--- src/rtl/fifo_read_packer.sv ---
// Packs RATIO consecutive FWFT FIFO entries into one wide word with a per-lane keep mask.
// Latency: word valid one cycle after its final read (or after the flush cycle).
// Backpressure: out_valid holds until out_ready; no reads while a word waits unaccepted.
//
// Ports:
//   clk, reset            - clock, synchronous active-high reset
//   enable                - gates new FIFO reads; a pending output word still completes
//   fifo_empty, fifo_data - FIFO first-word-fall-through head
//   fifo_read_en          - combinational pop strobe to the FIFO
//   flush                 - emit the partially filled word (sampled only while filling)
//   out_data, out_keep    - packed word, lane k at [k*DATA_WIDTH +: DATA_WIDTH], lane mask
//   out_valid, out_ready  - valid/ready handshake toward downstream
module fifo_read_packer #(
  parameter int DATA_WIDTH = 8,
  parameter int RATIO      = 4
) (
  input  logic                        clk,
  input  logic                        reset,
  input  logic                        enable,
  input  logic                        fifo_empty,
  input  logic [DATA_WIDTH-1:0]       fifo_data,
  output logic                        fifo_read_en,
  input  logic                        flush,
  output logic [DATA_WIDTH*RATIO-1:0] out_data,
  output logic [RATIO-1:0]            out_keep,
  output logic                        out_valid,
  input  logic                        out_ready
);

  localparam int OUT_WIDTH = DATA_WIDTH * RATIO;
  localparam int CW        = $clog2(RATIO + 1);
  localparam logic [CW-1:0] FULL_CNT = CW'(RATIO);

  typedef enum logic {
    FILL = 1'b0,
    OUT  = 1'b1
  } state_t;

  state_t               state;
  logic [CW-1:0]        count;
  logic [OUT_WIDTH-1:0] pack_q;
  logic [OUT_WIDTH-1:0] pack_nxt;
  logic [CW-1:0]        n_cnt;
  logic [RATIO-1:0]     keep_nxt;

  // A read in OUT only happens in the acceptance cycle, so the slot frees up
  // in the same cycle and the stream continues without a bubble.
  assign fifo_read_en = !reset && enable && !fifo_empty &&
                        (state == FILL || (state == OUT && out_ready));

  assign n_cnt = count + {{(CW-1){1'b0}}, fifo_read_en};

  // count and pack_q are both zero while in OUT, so the same lane-insert logic
  // drops an acceptance-cycle read into lane 0.
  always_comb begin
    pack_nxt = pack_q;
    keep_nxt = '0;
    for (int i = 0; i < RATIO; i++) begin
      if (fifo_read_en && count == CW'(i))
        pack_nxt[i*DATA_WIDTH +: DATA_WIDTH] = fifo_data;
      keep_nxt[i] = (CW'(i) < n_cnt);
    end
  end

  always_ff @(posedge clk) begin
    if (reset) begin
      state     <= FILL;
      count     <= '0;
      pack_q    <= '0;
      out_data  <= '0;
      out_keep  <= '0;
      out_valid <= 1'b0;
    end else begin
      case (state)
        FILL: begin
          // A flush with nothing collected is dropped: empty words are never emitted.
          if (n_cnt == FULL_CNT || (flush && n_cnt != '0)) begin
            out_data  <= pack_nxt;
            out_keep  <= keep_nxt;
            out_valid <= 1'b1;
            state     <= OUT;
            count     <= '0;
            pack_q    <= '0;
          end else begin
            count  <= n_cnt;
            pack_q <= pack_nxt;
          end
        end
        OUT: begin
          // RATIO >= 2, so a single acceptance-cycle read never completes a word.
          if (out_ready) begin
            out_valid <= 1'b0;
            state     <= FILL;
            count     <= n_cnt;
            pack_q    <= pack_nxt;
          end
        end
        default: state <= FILL;
      endcase
    end
  end

endmodule

--- config.mk ---
export PLATFORM = sky130hd
export DESIGN_NAME = fifo_read_packer
export DESIGN_NICKNAME = d
export VERILOG_FILES = /design/src/rtl/fifo_read_packer.sv
export SDC_FILE = /design/constraint.sdc
export NUM_CORES = 1
export LEC_CHECK = 0
export BUFFER_PORTS_ARGS = -buffer_cell sky130_fd_sc_hd__buf_4
export CORE_ASPECT_RATIO = 0.5
export CORE_MARGIN = 5
export CORE_UTILIZATION = 48
export DETAILED_ROUTE_END_ITERATION = 8
export PLACE_DENSITY = 0.85
export SKIP_CTS_REPAIR_TIMING = 1
export SYNTH_ARGS = -nofsm -noshare
export SYNTH_HDL_FRONTEND = slang
export SYNTH_SLANG_ARGS = --single-unit
export TNS_END_PERCENT = 50
--- constraint.sdc ---
create_clock -name clk -period 3 [get_ports clk]
set_clock_uncertainty 0.05 [all_clocks]
set_input_delay 0.45 -clock clk [delete_from_list [all_inputs] [get_ports clk]]
set_output_delay 0.45 -clock clk [all_outputs]
set_load 0.01 [all_outputs]
==> flow_metrics.tcl <==
set metrics [dict create \
    drt-initial-drc-count 160 \
    drtPass1Iterations 4 \
    final_antenna_net_count 0 \
    clk-insertion-delay-late_ps 330 \
    async_flop_share_pct 0 \
    clock-sinks 73 \
    clk_path_buf_depth 2 \
    reg2reg_setup_slack_ps 400 \
    yosysTopAreaCellShare_pct 48.7 \
    cp_max_fo 34 \
    hpwl_um 4570 \
    critPathSlowestCell "dfxtp_1" \
    grt_pass1_wl_um 11800 \
    rows 20 \
    p_per_area_mw_per_mm2 661 \
    grt_pass1_vias 2454 \
    ys_top_cells_by_count "dfxtp_1 (73), nand2_1 (58), nor2_1 (58), a21oi_1 (23), a211oi_1 (14)" \
    yosysTopAreaCell "dfxtp_1" \
    cts_tree "built" \
    fp.dieH_um 65.9 \
    synth_area_leaders "dfxtp_1 (49%), nand2_1 (7.3%), nor2_1 (7.3%)" \
    startpoint_type "flip-flop" \
    slew_violations 0 \
    area_growth_pct 24.4 \
    synth_nets 346 \
    diodes 0 \
    cts_root_buf "clkbuf_16" \
    die_w_um 122 \
    netlist_area_mm2 0.00300 \
    yosys_register_bits 73 \
    finalHoldViolCount 0 \
    period_needed_ps 2600 \
    portBuffers 51 \
    drv_cap 0 \
    overflow 0 \
    setup_viol 0 \
    h-tree-depth 3 \
    tns_ps 0 \
    slew_headroom_pct 61.1 \
    hp-class "in -> reg" \
    post-route-util_pct 61.6 \
    cp-end-kind "flip-flop" \
    yosysWarningCount 0 \
    pin_count 52 \
    period_share_pct 86.8 \
    gp_congestion 0.772 \
    fin_ws_ps 396 \
    worst_pin_slew_ps 581 \
    antenna_found_initial 0 \
    die_area_mm2 0.00802 \
    syn_area_per_cell_um2 9.08 \
    synth_top_flop_cell "dfxtp_1" \
    grt_usage_pct 19.0 \
    grt_max_degree 54 \
    drc 0 \
    ys_seq_area_share_pct 48.7 \
    ir_drop_mv 0.371 \
    syn_inst 330 \
    wl_per_cell_um 15.0 \
    fmax_mhz 384 \
    clk_pin_slew_ps 60 \
    cp.required_ps 3160 \
    path_cells "nand2b_1, nand2_1, nor2_1, ha_1, ha_1, o21ba_2, a211oi_4, buf_12, or2_2, nor2_1" \
    layout-drive-gt1-share_pct 24.3 \
    viasPerCell 5.38 \
    vias 2508 \
    ys_types 35 \
    dpl-instance-area_mm2 0.00340 \
    yosysMostFrequentCell "dfxtp_1" \
    finish.instance_area_mm2 0.00373 \
    arrival_ps 2770 \
    grt_setup_unrepaired "no" \
    crit_type "reg -> reg" \
    dp_slack_ps 234 \
    numCtsBuffers 9 \
    nets 389 \
    critPathMaxStageDelay_ps 470 \
    coreArea_mm2 0.00606 \
    initial_utilization_pct 49.5 \
    synth_edf_count 0 \
    outcome "finished, final reports clean" \
    p_leak_nw 1.37 \
    routed_wl_um 7000 \
]
per-stage QoR:
step                cells  hold slack (ps)  power (W)
global placement      450              391    0.00131
floorplan             330              386    0.00122
global route          466              399    0.00256
CTS                   466              372    0.00248
finish                466              384    0.00247
detailed placement    450              399    0.00132
sequential cells by signal (all words and copies together), names as in the netlist:
| name | flops |
|---|---|
| out_data | 32 |
| pack_q | 32 |
| out_keep | 4 |
| count | 3 |
| out_valid | 1 |
| state | 1 |
placed cells by master (no fill, tap or decap), types with 3 or more instances in the layout:
master     instances
dfxtp_1           73
nand2_1           58
nor2_1            58
buf_4             55
a21oi_1           23
a211oi_1          14
a311oi_2          11
a311oi_1           9
clkbuf_16          9
nand4_1            8
a21boi_0           7
mux2i_1            5
nand3_1            4
and3_1             4
o21ai_0            4
nand3b_1           3
a31oi_1            3
logic make-up (layout without fill, tap and decap cells):
family / count (synthesis) / count (layout) / share of synthesized area [%]
compound gates: 76 / 76 / 20.3
xor+xnor: 2 / 2 / 0.835
fa+ha+maj: 2 / 2 / 0.835
buf+inv: 27 / 75 / 5.55
flops: 73 / 73 / 48.7
mux: 5 / 5 / 1.67
simple gates: 145 / 145 / 22.1
layout make-up:
| cell class | count | area [um2] |
|---|---|---|
| Fill cell | 493 | 2330 |
| Sequential cell | 73 | 1460 |
| Multi-Input combinational cell | 230 | 1370 |
| Timing Repair Buffer | 57 | 453 |
| Clock buffer | 9 | 225 |
| Tap cell | 88 | 110 |
| Clock inverter | 7 | 103 |
| Inverter | 2 | 7.51 |
per-layer routing:
layer  up-vias  wire [um]  global-route usage [%]
li1       1248          -                       -
met3        13        437                    7.09
met1      1183       3190                    23.5
met2        64       3270                    30.3
met4         0        102                    7.12
met5         -          0                       0
final timing paths:
kind	start	end	cells after the start
worst max-delay path	state	pack_q[22]	10
worst min-delay path	fifo_data[3]	pack_q[19]	3
worst max register to register	state	pack_q[22]	10
worst min register to register	pack_q[15]	pack_q[15]	2
worst max-delay path, delay by kind of cell (launching register included):
family	cells	cell delay (ps)
simple gates	5	640
compound gates	2	580
fa+ha+maj	2	520
flops	1	470
buf+inv	1	220
power breakdown:
| group | switching, W | internal [W] | total, W |
|---|---|---|---|
| Sequential | 0.0000255 | 0.00101 | 0.00104 |
| Clock | 0.000432 | 0.000736 | 0.00117 |
| Combinational | 0.000144 | 0.000114 | 0.000258 |
Note: power is estimated with default switching activity, not from simulation.
